--- config.mk ---
export PLATFORM = sky130hd
export DESIGN_NAME = interp_linear
export DESIGN_NICKNAME = d
export VERILOG_FILES = /design/src/rtl/interp_linear.sv
export SDC_FILE = /design/constraint.sdc
export NUM_CORES = 1
export LEC_CHECK = 0
export CORE_AREA = 2 2 305 156
export CTS_CLUSTER_DIAMETER = 120
export DETAILED_ROUTE_END_ITERATION = 16
export DIE_AREA = 0 0 307 158
export HOLD_SLACK_MARGIN = 0.06
export PLACE_DENSITY = 0.7
export SETUP_SLACK_MARGIN = 0.4
export SYNTH_ARGS = -nofsm -noshare
export SYNTH_HDL_FRONTEND = slang
export SYNTH_SLANG_ARGS = --single-unit
--- constraint.sdc ---
create_clock -name i_clk -period 5.44 [get_ports i_clk]
set_input_delay 0.816 -clock i_clk [delete_from_list [all_inputs] [get_ports i_clk]]
set_output_delay 0.816 -clock i_clk [all_outputs]
set_load 0.02 [all_outputs]
--- src/rtl/interp_linear.sv ---
// rtl/interp_linear.sv - phase-accumulator resampler with 3-stage linear/nearest interpolation
module interp_linear #(
    parameter int INW        = 28,
    parameter int CTRBITS    = 32,
    parameter int FRACBITS   = 12,
    parameter int OPT_LINEAR = 1
) (
    input  logic               i_clk,
    input  logic               i_reset,
    input  logic               i_ce,
    input  logic [CTRBITS-1:0] i_step,
    input  logic [INW-1:0]     i_data,
    output logic               o_ce,
    output logic [INW-1:0]     o_data
);

    // Product of a (INW+1)-bit signed difference and a (FRACBITS+1)-bit non-negative weight.
    localparam int PW = INW + FRACBITS + 2;
    localparam logic signed [PW-1:0] ROUND_HALF = PW'(1) << (FRACBITS - 1);

    logic [CTRBITS-1:0]     counter_q, counter_d;
    logic [INW-1:0]         last_q, last_d;
    logic                   v1_q, v1_d;
    logic [INW-1:0]         base_q, base_d;
    logic [INW-1:0]         cur_q, cur_d;
    logic [INW:0]           diff_q, diff_d;
    logic [FRACBITS-1:0]    mu1_q, mu1_d;
    logic                   v2_q, v2_d;
    logic signed [PW-1:0]   prod_q, prod_d;
    logic [INW-1:0]         base2_q, base2_d;
    logic [INW-1:0]         cur2_q, cur2_d;
    logic                   oce_q, oce_d;
    logic [INW-1:0]         odata_q, odata_d;

    logic [CTRBITS:0]       sum;
    logic signed [PW-1:0]   diff_ext;
    logic signed [PW-1:0]   mu_ext;
    logic signed [PW-1:0]   shifted;
    logic [INW-1:0]         lin_val;
    logic                   unused_shift_hi;

    // Stage 1: advance the phase accumulator and capture the sample pair plus its weight.
    always_comb begin
        sum       = {1'b0, counter_q} + {1'b0, i_step};
        counter_d = counter_q;
        last_d    = last_q;
        v1_d      = 1'b0;
        base_d    = base_q;
        cur_d     = cur_q;
        diff_d    = diff_q;
        mu1_d     = mu1_q;
        if (i_ce) begin
            counter_d = sum[CTRBITS-1:0];
            last_d    = i_data;
            v1_d      = sum[CTRBITS];
            base_d    = last_q;
            cur_d     = i_data;
            diff_d    = {i_data[INW-1], i_data} - {last_q[INW-1], last_q};
            mu1_d     = sum[CTRBITS-1 -: FRACBITS];
        end
    end

    // Stage 2: signed difference times unsigned weight; operands widened to the full product width.
    always_comb begin
        diff_ext = {{(PW-INW-1){diff_q[INW]}}, diff_q};
        mu_ext   = {{(PW-FRACBITS){1'b0}}, mu1_q};
        v2_d     = v1_q;
        prod_d   = diff_ext * mu_ext;
        base2_d  = base_q;
        cur2_d   = cur_q;
    end

    // Stage 3: round half toward +inf, add to the older sample, hold output between pulses.
    always_comb begin
        shifted         = (prod_q + ROUND_HALF) >>> FRACBITS;
        unused_shift_hi = ^shifted[PW-1:INW];
        lin_val         = base2_q + shifted[INW-1:0];
        oce_d           = v2_q;
        odata_d         = odata_q;
        if (v2_q) begin
            odata_d = (OPT_LINEAR != 0) ? lin_val : cur2_q;
        end
    end

    // All state registers; reset clears the accumulator, history sample, valids and output.
    always_ff @(posedge i_clk) begin
        if (i_reset) begin
            counter_q <= '0;
            last_q    <= '0;
            v1_q      <= 1'b0;
            base_q    <= '0;
            cur_q     <= '0;
            diff_q    <= '0;
            mu1_q     <= '0;
            v2_q      <= 1'b0;
            prod_q    <= '0;
            base2_q   <= '0;
            cur2_q    <= '0;
            oce_q     <= 1'b0;
            odata_q   <= '0;
        end else begin
            counter_q <= counter_d;
            last_q    <= last_d;
            v1_q      <= v1_d;
            base_q    <= base_d;
            cur_q     <= cur_d;
            diff_q    <= diff_d;
            mu1_q     <= mu1_d;
            v2_q      <= v2_d;
            prod_q    <= prod_d;
            base2_q   <= base2_d;
            cur2_q    <= cur2_d;
            oce_q     <= oce_d;
            odata_q   <= odata_d;
        end
    end

    assign o_ce   = oce_q;
    assign o_data = odata_q;

endmodule
==> reports/summary.md <==
The run finished, with violations left. The checks that failed: setup timing. The part of the Yosys area used for sequential elements was 0.180. The wire length of the first global-routing pass was 101 mm. The tools report the sort of element at the start of the critical path as a register. The count of routing violations after the opening detailed-route iteration was 1598; the antenna diode instance count was 0.

The logs give 2613 for the synthesized netlist cell count and 3150 for the synthesized net count. Minimum clock period: 5.59 ns. The type of the worst setup path was register to register. The die covers 48500 µm². The logs give 0.0189 ns for the clock tree skew after final layout and 3459 for the post-route non-filler standard cell count. In the routed design, unresolved DRC markers number 0. The run gives 0 as the count of final hold-check violations.

TritonCTS built the clock tree. The worst register-to-register path begins at counter_q[21]. The tools report the final wirelength as 63.3 mm. Setup violations remaining at the end of the flow were counted as 14. Via count of the first global-routing pass: 18774. Before CTS, the worst setup slack after placement is -0.576 ns. The slew of the pin with the lowest slew margin works out to 1.12 ns. The run gives 5 as the number of iterations in the first detailed-routing pass.

The worst hold path begins at base2_d[23]. The worst register-to-register path ends at prod_q[32]. The half-perimeter wire length of the detailed placement result was 49.1 mm. The most instantiated flip-flop cell in the synthesis netlist is dfxtp_1. The cell depth of the worst min-delay path was 1; the total of max-cap violations was 0. The run gives 0.494 as the starting density of the core. The post-route antenna net violation count is 0, and the number of nets at the end of the flow is 3373. The fraction of synthesis flops using an asynchronous set or reset pin works out to 0. The run gives 46100 µm² as the standard cell core area.

The tools report the static leakage power as 13.3 nW. The count of final max-slew check failures is 0, and the count of input and output buffers is 91. The path with the worst hold slack has its endpoint at base2_q[23]. Clock tree synthesis found a total of 205 sinks. The maximum number of pins on one net before global-route repair was 155. The number of cells traversed by the worst register-to-register path was 25. The register bit count reported by yosys came out at 205.

After detailed routing, the average wire length per cell comes to 18.3 µm. The floorplan has 56 rows. The die is 158 µm tall. The largest driver fanout on the critical path works out to 8.

The tools report the aggregate global-route resource usage as 0.263. In this run the clock root is driven by a clkbuf_16. The final period utilization works out to 1.03.

Setup repair after global routing could not meet its margin everywhere. The worst relative slew slack came out at 0.253. The maximum count of clock buffers along a single path was 3; the signed area change from the synthesized netlist to the final layout was 20.6%. In this run the worst hold path is classified as register to register.

The number of flops mapped to enable cells by yosys is 0, and the leftover overflow at the end of global routing is 0. The worst register-to-register path has a setup slack of -0.15 ns. 92 I/O pins were placed. The cell area power density is 278 nW/µm². Clock latency on the worst-skew pair: 0.54 ns.

The tools report the start point of the critical path as counter_q[21]. Summing all placed instances gives a cell area of 25700 µm². The worst path arrival time was 5.98 ns. The worst setup path is captured at a register. In this run, placement finished with an instance count of 3382. Yosys printed 0 warnings. Routability-driven placement finished with a final weighted congestion of 0.928. The run gives 18656 as the overall via count from detail_route.

The clock-pin slew on the worst setup and hold paths was 0.08 ns. The run gives 76 as the count of distinct cell types in the synthesized netlist. Measured along the x axis, the die boundary spans 307 µm. The final worst-path setup slack was -0.146 ns. The fraction of final layout cells with drive strength greater than 1 came out at 0.144. For the achievable frequency, the log shows 179 MHz.

The tools report the final cell utilization of the core as 0.596. The tools report the deepest level of the CTS H-tree as 1. The post-cts hold buffer count is 0, and the area of the mapped netlist is 22800 µm².

Across the VDD grid, the largest voltage drop is 0.000211 V. The initial antenna violation count came out at 1. Dividing the synthesized area by the synthesized cell count gives 8.72 µm². After routing the design area is 27500 µm². Data on the critical path is required at its endpoint by 5.83 ns. After detailed routing, the number of vias per cell comes to 5.39.

Counting the buffers created by CTS gives 21.
==> per-layer routing <==
layer  track usage  share of wire  up-vias
li1              -              -     8732
met1         0.389           0.47     9248
met2         0.403           0.43      588
met3        0.0533          0.082       88
met4        0.0427          0.019        0
met5             0              0        -
==> state kept, by name, summed over array words and instances, names as in the netlist <==
register and count:
oce_d 1, base2_q 28, counter_q 32, o_data 28, diff_q 29, last_q 28, v1_q 1, prod_q 29
o_ce 1, base2_d 28
==> synth_stat cells (all sizes together), types with 17 or more instances <==
cell type  count  share of area
clkbuf       109          0.018
nand3         39         0.0086
a21o          65          0.021
xnor2         79          0.030
and3          17         0.0047
o21ai         53          0.012
and2         168          0.046
nand2        261          0.043
inv          434          0.071
nand2b        21         0.0058
dfxtp        205           0.18
nor2b         37          0.010
o21a          19         0.0063
nor2         190          0.031
ha           172          0.094
xor2          54          0.021
fa           302           0.27
mux2i         98          0.043
a21oi         86          0.020
nor3          19         0.0042
==> power by group <==
part           internal, mW  total, mW  switching, mW
Sequential             1.70       1.90          0.207
Clock                 0.928       1.64          0.713
Combinational          1.82       4.10           2.28
Total                  4.44       7.65           3.20
==> kinds of logic after synthesis <==
logic type               after synthesis  share of synthesized area
AO/OA/AOI/OAI                        345                      0.104
multiplexers                          98                     0.0430
buffers and inverters                554                     0.0914
adder cells (fa/ha/maj)              474                      0.360
flip-flops                           205                      0.180
AND/OR/NAND/NOR                      804                      0.170
XOR/XNOR                             133                     0.0511
==> worst max-delay path, cell delays in order, from the launching register on <==
cell and delay [ns]:
dfxtp_4 0.39, buf_12 0.14, and2_4 0.13, fa_1 0.55, inv_2 0.05, fa_1 0.51, inv_2 0.04, fa_1 0.49
inv_2 0.04, fa_1 0.49, inv_2 0.04, fa_1 0.53, ha_4 0.23, o211a_1 0.10, a32o_2 0.24, a41oi_4 0.21
buf_6 0.14, a211oi_4 0.06, buf_12 0.15, nor2_4 0.13, o21ai_4 0.08, buf_4 0.16, buf_4 0.15, a41oi_2 0.20
xor2_1 0.16, nor2_1 0.05
==> worst max path at each step <==
stage | end | depth (start not counted)
after floorplan | prod_q[36] | 22
after global placement | prod_q[39] | 19
after detailed placement | prod_q[36] | 21
after CTS | prod_q[36] | 21
after global routing | prod_q[38] | 25
final | prod_q[32] | 25
==> layout by cell type (no fill, tap or decap), drive strengths merged, types with 5 or more instances in the layout <==
| master | count |
|---|---|
| a211o | 7 |
| a211oi | 15 |
| a21o | 65 |
| a21oi | 86 |
| a221o | 5 |
| a221oi | 7 |
| a31oi | 15 |
| a41oi | 12 |
| and2 | 168 |
| and3 | 17 |
| buf | 230 |
| clkbuf | 23 |
| clkdlybuf4s50 | 89 |
| dfxtp | 205 |
| fa | 302 |
| ha | 172 |
| inv | 438 |
| mux2i | 98 |
| nand2 | 261 |
| nand2b | 21 |
| nand3 | 39 |
| nand4 | 14 |
| nor2 | 190 |
| nor2b | 37 |
| nor3 | 19 |
| nor3b | 7 |
| o211ai | 5 |
| o21a | 19 |
| o21ai | 53 |
| o21bai | 13 |
| o22ai | 12 |
| or3 | 12 |
| xnor2 | 79 |
| xor2 | 54 |
==> through the flow <==
step / power [mW] / setup TNS, ns / hold WS (ns)
6_report: 7.65 / -1.09 / 0.458
4_1_cts: 7.48 / -0.727 / 0.461
2_1_floorplan: 4.30 / 0 / 0.414
3_5_place_dp: 5.65 / -5.89 / 0.451
5_1_grt: 8.16 / -4.57 / 0.476
3_3_place_gp: 5.53 / -3.82 / 0.449
==> repair_timing <==
action,in CTS,in global routing
setup buffers,26,14
setup endpoints to repair,28,29
gates resized for setup,109,65
pin swaps,57,67
==> area by class of cell <==
cell class | instances | area (µm²)
clock buffer | 23 | 543
fill | 3794 | 18600
multi-input combinational | 1854 | 17200
inverter | 435 | 1640
tap | 609 | 762
clock inverter | 14 | 203
timing repair buffer | 319 | 2970
sequential | 205 | 4150
Power figures use the tool's default switching activity.
